### src/rtl/spi_ram_ctrl.sv
// -----------------------------------------------------------------------------
// spi_ram_ctrl
//
// Single-port RAM endpoint that sits behind an SPI slave. Each rx_valid strobe
// delivers one command frame: din[WORD_SIZE+1:WORD_SIZE] is the opcode and the
// low WORD_SIZE bits are the payload.
//   00 set write address   01 write data   10 set read address   11 read data
// A command-sequencing FSM (IDLE / WR_ARMED / RD_ARMED) decides which data
// commands are legal. Illegal frames and out-of-range addresses pulse err.
//
// Optional feature macro: SPI_RAM_AUTO_INC_EN
//   When defined, the write/read address advances (wrapping at MEM_DEPTH-1)
//   after every accepted data command, so a burst needs one address command.
//
// Ports:
//   clk       in   rising-edge clock
//   rst       in   synchronous active-high reset
//   din       in   [WORD_SIZE+1:0] command frame (opcode + payload)
//   rx_valid  in   frame strobe, din is sampled only while high
//   dout      out  [WORD_SIZE-1:0] read data, held until the next read
//   tx_valid  out  one-cycle pulse, dout valid
//   err       out  one-cycle pulse, frame rejected
// -----------------------------------------------------------------------------
module spi_ram_ctrl #(
    parameter int MEM_DEPTH = 256,
    parameter int ADDR_SIZE = 8,
    parameter int WORD_SIZE = 8
) (
    input  logic                 clk,
    input  logic                 rst,
    input  logic [WORD_SIZE+1:0] din,
    input  logic                 rx_valid,
    output logic [WORD_SIZE-1:0] dout,
    output logic                 tx_valid,
    output logic                 err
);

    localparam logic [1:0] OP_SET_WR  = 2'b00;
    localparam logic [1:0] OP_WR_DATA = 2'b01;
    localparam logic [1:0] OP_SET_RD  = 2'b10;
    localparam logic [1:0] OP_RD_DATA = 2'b11;

    // Depth widened by one bit so the full payload can be range-checked.
    localparam logic [WORD_SIZE:0] DEPTH_EXT = (WORD_SIZE + 1)'(MEM_DEPTH);

    typedef enum logic [1:0] {
        IDLE     = 2'b00,
        WR_ARMED = 2'b01,
        RD_ARMED = 2'b10
    } state_t;

    state_t               state_r;
    logic [ADDR_SIZE-1:0] wr_addr_r;
    logic [ADDR_SIZE-1:0] rd_addr_r;
    logic [WORD_SIZE-1:0] mem_r [MEM_DEPTH];

    logic [1:0]           opcode_s;
    logic [WORD_SIZE-1:0] payload_s;
    logic [ADDR_SIZE-1:0] addr_s;
    logic                 in_range_s;
    logic                 wr_en_s;
    logic [ADDR_SIZE-1:0] wr_addr_next_s;
    logic [ADDR_SIZE-1:0] rd_addr_next_s;

    // Frame decode and RAM write enable (reset wins over a frame in flight).
    always_comb begin
        opcode_s   = din[WORD_SIZE+1:WORD_SIZE];
        payload_s  = din[WORD_SIZE-1:0];
        addr_s     = din[ADDR_SIZE-1:0];
        in_range_s = ({1'b0, payload_s} < DEPTH_EXT);
        if (rx_valid && !rst && (opcode_s == OP_WR_DATA) && (state_r == WR_ARMED)) begin
            wr_en_s = 1'b1;
        end else begin
            wr_en_s = 1'b0;
        end
    end

`ifdef SPI_RAM_AUTO_INC_EN
    localparam logic [ADDR_SIZE-1:0] LAST_ADDR = ADDR_SIZE'(MEM_DEPTH - 1);

    // Post-access address: advance by one, wrapping at the last word.
    always_comb begin
        if (wr_addr_r == LAST_ADDR) begin
            wr_addr_next_s = {ADDR_SIZE{1'b0}};
        end else begin
            wr_addr_next_s = wr_addr_r + ADDR_SIZE'(1);
        end
        if (rd_addr_r == LAST_ADDR) begin
            rd_addr_next_s = {ADDR_SIZE{1'b0}};
        end else begin
            rd_addr_next_s = rd_addr_r + ADDR_SIZE'(1);
        end
    end
`else
    // Post-access address: unchanged, repeated data commands hit one word.
    always_comb begin
        wr_addr_next_s = wr_addr_r;
        rd_addr_next_s = rd_addr_r;
    end
`endif

    // RAM write port; contents are intentionally left out of reset.
    always_ff @(posedge clk) begin
        if (wr_en_s) begin
            mem_r[wr_addr_r] <= payload_s;
        end
    end

    // Command FSM with address registers and registered outputs.
    always_ff @(posedge clk) begin
        if (rst) begin
            state_r   <= IDLE;
            wr_addr_r <= {ADDR_SIZE{1'b0}};
            rd_addr_r <= {ADDR_SIZE{1'b0}};
            dout      <= {WORD_SIZE{1'b0}};
            tx_valid  <= 1'b0;
            err       <= 1'b0;
        end else begin
            tx_valid <= 1'b0;
            err      <= 1'b0;
            if (rx_valid) begin
                case (opcode_s)
                    OP_SET_WR: begin
                        // Out-of-range address keeps both address and state.
                        if (in_range_s) begin
                            wr_addr_r <= addr_s;
                            state_r   <= WR_ARMED;
                        end else begin
                            err <= 1'b1;
                        end
                    end
                    OP_WR_DATA: begin
                        // The RAM write itself is issued through wr_en_s.
                        if (state_r == WR_ARMED) begin
                            wr_addr_r <= wr_addr_next_s;
                        end else begin
                            err <= 1'b1;
                        end
                    end
                    OP_SET_RD: begin
                        if (in_range_s) begin
                            rd_addr_r <= addr_s;
                            state_r   <= RD_ARMED;
                        end else begin
                            err <= 1'b1;
                        end
                    end
                    OP_RD_DATA: begin
                        // Payload of a read frame is ignored.
                        if (state_r == RD_ARMED) begin
                            dout      <= mem_r[rd_addr_r];
                            tx_valid  <= 1'b1;
                            rd_addr_r <= rd_addr_next_s;
                        end else begin
                            err <= 1'b1;
                        end
                    end
                    default: begin
                        err <= 1'b1;
                    end
                endcase
            end else begin
                state_r <= state_r;
            end
        end
    end

endmodule

### config.mk
export PLATFORM = sky130hd
export DESIGN_NAME = spi_ram_ctrl
export DESIGN_NICKNAME = d
export VERILOG_FILES = /design/src/rtl/spi_ram_ctrl.sv
export SDC_FILE = /design/constraint.sdc
export NUM_CORES = 2
export LEC_CHECK = 0
export BUFFER_PORTS_ARGS = -buffer_cell sky130_fd_sc_hd__buf_2
export CORE_ASPECT_RATIO = 0.8
export CORE_MARGIN = 2
export CORE_UTILIZATION = 50
export CTS_CLUSTER_DIAMETER = 30
export DETAILED_ROUTE_END_ITERATION = 8
export GPL_TIMING_DRIVEN = 0
export MAX_ROUTING_LAYER = met4
export PLACE_DENSITY = 0.64
export SYNTH_ARGS = -nofsm -noshare
export SYNTH_HDL_FRONTEND = slang
export SYNTH_SLANG_ARGS = --single-unit
### constraint.sdc
create_clock -name clk -period 2.3 [get_ports clk]
set_clock_uncertainty 0.15 [all_clocks]
set_input_delay 0.23 -clock clk [delete_from_list [all_inputs] [get_ports clk]]
set_output_delay 0.23 -clock clk [all_outputs]
set_load 0.01 [all_outputs]
# Word-level counts from Yosys, hierarchy flattened

Memories as Yosys holds them, arrays and structs flattened. A register that Yosys moved wholly into a read port is not among the register bits.
Cells that the tools add are included.

Register bits after elaboration: 20
RAM bits: 2,048
Output and inout bits: 10
Memories kept: 1

Memory list:

| memory | depth | width | rd ports | clocked after Yosys merged registers in | wr ports | RTL line | RTL |
|---|---|---|---|---|---|---|---|
| mem_r  | 256   | 8     | 1        | 1                                       | 1        | 55       | `logic [WORD_SIZE-1:0] mem_r [MEM_DEPTH];` |

Equality and inequality tests: 5
Multiplexer cells: 8
Bitwise gates (word level): 2
Reductions and logical operators: 13

Operator list:

| kind                 | number |
|---|---|
| $eq A2 B2 Y1 const B | 3 |
| $mux W1              | 6 |
| $reduce_and A2 Y1    | 3 |
| $eq A2 B1 Y1 const B | 2 |
| $pmux W2 S2          | 1 |
| $reduce_or A2 Y1     | 2 |
| $logic_and A1 B1 Y1  | 3 |
| $pmux W1 S3          | 1 |
| $reduce_and A3 Y1    | 1 |
| $reduce_or A3 Y1     | 1 |
| $logic_not A2 Y1     | 1 |
| $not A1 Y1           | 2 |
| $reduce_bool A2 Y1   | 1 |
| $logic_not A1 Y1     | 1 |

# Depth between registers and ports, before layout

Depth in word-level cells: 7
Gate-level depth with buffers: 13
Gate-level depth less buffers: 7

# Least setup slack after synthesis

Ideal clock, no wire load.

Path type: reg2reg
Start point: reg rd_addr_r[0] (netlist: rd_addr_next_s[0])
End point: reg dout[2] (read register of mem_r)
Arrival: 2.255 ns
Slack: -0.230 ns
Cell stages (with the launch flop): 9
Clock period less this slack: 2.530 ns
Cells stage by stage: dfxtp_1 buf_6 buf_12 mux4_2 o21a_1 or4_1 a221o_1 a32oi_1 o41ai_1

RTL lines:

| item                     | RTL line | RTL |
|---|---|---|
| start: declaration       | 54       | `logic [ADDR_SIZE-1:0] rd_addr_r;` |
| start signal: assignment | 114      | `rd_addr_r <= {ADDR_SIZE{1'b0}};` |
| start signal: assignment | 142      | `rd_addr_r <= addr_s;` |
| start signal: assignment | 153      | `rd_addr_r <= rd_addr_next_s;` |
| end: declaration         | 33       | `output logic [WORD_SIZE-1:0] dout,` |

==> flow_summary.toml <==
[status]
status = "finished with violations"
violations = "capacitance limit, slew limit, setup timing"

[floorplan]
core_region_area_um2 = 160000
die_h_um = 364
placementRows = 131
pin_count = 23
dieWidth_um = 454
die-area_um2 = 165000
start_util = 0.505

[worst_setup_path]
cp.required_ns = 3.01
critPathMaxStageDelay_ns = 0.55
cp_num_buf_inv = 4
end_kind = "register"
crit_type = "register to register"
critPathMostFrequentCell = "buf_4"
crit_chain = "buf_4, buf_4, buf_6, buf_8, and2_1, a211oi_1, a311oi_2, o211ai_1, o21ai_1"
crit_family = "compound AO/OA/AOI/OAI gates"
cp_max_fo = 10
r2r-start = "rd_addr_next_s[4]"
start_kind = "register"
critPathArrivalTime_ns = 4.31
crit_path_start = "rd_addr_next_s[4]"
critPathSlowestCell = "o211ai_1"

[logic_synthesis]
yosys_warnings = 0
syn-num-nets = 3920
async_reset_ff_frac = 0
synthFlopType = "edfxtp_1"
synth-seq-cells = 2076
synth_area_leaders = "edfxtp_1 76%, mux4_2 12%, mux2i_1 3.2%"
avgSynthCellArea_um2 = 20.7
seq_area_frac_synth = 0.768
synth_top_area_share = 0.761
syn_area_um2 = 80900
synth_cells = 3907
synth_edf_count = 2048
ys_top_cells_by_count = "2,048 x edfxtp_1, 414 x mux4_2, 303 x nor2_1"
synth_top_area_cell = "edfxtp_1"
yosysUniqueCellTypes = 62
synth.most_common_cell = "edfxtp_1"

[clock_tree]
clk_latency_ns = 0.97
cts-root-buf = "clkbuf_16"
cts-buffers-inserted = 362
clock_sinks = 2076
clkSlewWorstSetupHoldPaths_ns = 0.05
cts_max_level = 5
cts_tree = "built"
clk_path_buf_depth = 4

[pwr]
ir_drop_v = 0.000778
sw_frac_of_total = 0.222
clock_power_share = 0.542
cellLeakagePower_nw = 33.4
netSwitchingPower_mw = 21.9
p_total_mw = 98.9
power_frac_seq = 0.421
p_int_mw = 77.0
powerDensity_nw_per_um2 = 929
combPwrFrac = 0.037

[grt]
grt_overflow = 0
antenna_found_initial = 10
track_usage = 0.373
grt_max_degree = 143
grt_pass1_wl_um = 396000
grt_pass1_vias = 45479

[layout]
multi_input_area_um2 = 20500
utilization = 0.666
register_area_um2 = 62100
drive_gt1_frac = 0.422
syn_to_final_growth_pct = 31.7
fill_cells = 10086
stdcell_count = 7127
fin_nets = 4721

[drt]
wire_per_inst_um = 42.4
dr.pass1.iters = 6
wirelength_um = 302000
vias = 48813
route.met3.wl_um = 49300
routed_via_density = 6.85
drt_iter0_drc = 9164
drc = 0
ant_nets = 0
dr_wl_met2_um = 127000
met1_length_um = 107000
highest_layer = "met4"

[sta]
setup_slack_ns = -1.30
finalHoldWorstSlack_ns = 0.136
finalHoldViolCount = 0
tightest_slew_ns = 1.61
post-route-min-period_ns = 3.60
max_freq_mhz = 278
period_share = 1.57
setup_violations = 1834
rsz0062_at_grt = "true"
maxSlewViolCount = 9
slew_headroom = -0.0804

[hold_path]
min_from = "din[5]"
hp-class = "primary input to register"

[placed_design]
place_congestion = 1.03
dpl.hpwl_um = 186000
dpl.cell_count = 6075
post-place-ws_ns = -3.11
portBuffers = 22

[run]
cap_violations = 1
==> power groups by stage <==
stage          sequential, mW  combinational (mW)  clock, mW
4_1_cts                  41.6                3.38       53.4
2_1_floorplan            42.4                1.21          0
6_report                 41.6                3.65       53.6
5_1_grt                  41.6                3.63       55.3
3_3_place_gp             42.5                2.85          0
3_5_place_dp             42.4                2.99          0
==> worst reg2reg max path: stages, from the launching register on <==
cell      delay (ns)
dfxtp_1         0.49
buf_4           0.31
buf_4           0.33
buf_6           0.32
buf_8           0.36
and2_1          0.19
a211oi_1        0.05
a311oi_2        0.54
o211ai_1        0.55
o21ai_1         0.26
==> placed cells by master, fill, tap and decap left out, types with 44 or more instances in the layout <==
master,netlist,layout
buf_12,1,177
buf_16,0,46
buf_4,26,200
buf_6,32,81
clkbuf_16,0,392
clkinvlp_4,0,44
edfxtp_1,2048,2048
inv_6,0,44
mux2i_1,256,233
mux4_2,414,416
nand2_1,91,64
nor2_1,303,60
nor2_4,0,213
o22ai_1,85,66
==> routing by layer <==
layer,global-route usage,up-vias
met5,-,-
met4,0.184,0
met3,0.146,919
met1,0.498,25413
li1,-,18157
met2,0.498,4324
==> metrics by stage <==
step / TNS, ns / instance area (µm²)
after floorplan: -18.75 / 81300
after global placement: -8035.28 / 84100
after detailed placement: -2927.72 / 84600
after CTS: -451.27 / 103000
after global routing: -405.01 / 106000
final: -336.79 / 106000
==> worst paths after layout <==
check	endpoint	slack, ns	depth (start not counted)
setup / recovery	dout[3]	-1.30	9
hold / removal	mem_r[163][5]	0.14	2
setup reg to reg	dout[3]	-1.30	9
hold reg to reg	dout[6]	0.40	2
==> layout make-up <==
class                   count  area share
diodes                     12    0.000282
plain buffers             228      0.0308
clock buffers             395      0.0879
clock inverters           248      0.0254
inverters                   3    0.000129
multi-input cells        1593       0.193
flip-flops and latches   2076       0.583
well taps                2128      0.0250
repair buffers            444      0.0549
==> state kept, by name, summed over array words and instances (netlist names) <==
register	count
mem_r	2048
dout	8
rd_addr_next_s	8
wr_addr_next_s	8
state_r	2
err	1
tx_valid	1
==> logic make-up after synthesis <==
kind of cell,count (synthesis),share of synthesized area
mux,695,0.153
compound gates,346,0.0300
simple gates,552,0.0300
buf+inv,238,0.0192
flops,2076,0.768
==> timing repair <==
item	4_1_cts	5_1_grt
cloned	7	2
gates resized for setup	879	322
pin swaps	128	113
hold buffers	18	0
buffers inserted	225	157
endpoints found under the setup margin	2060	2046
hold endpoints to repair	1234	0
No activity file was read; power rests on OpenSTA's default activity.
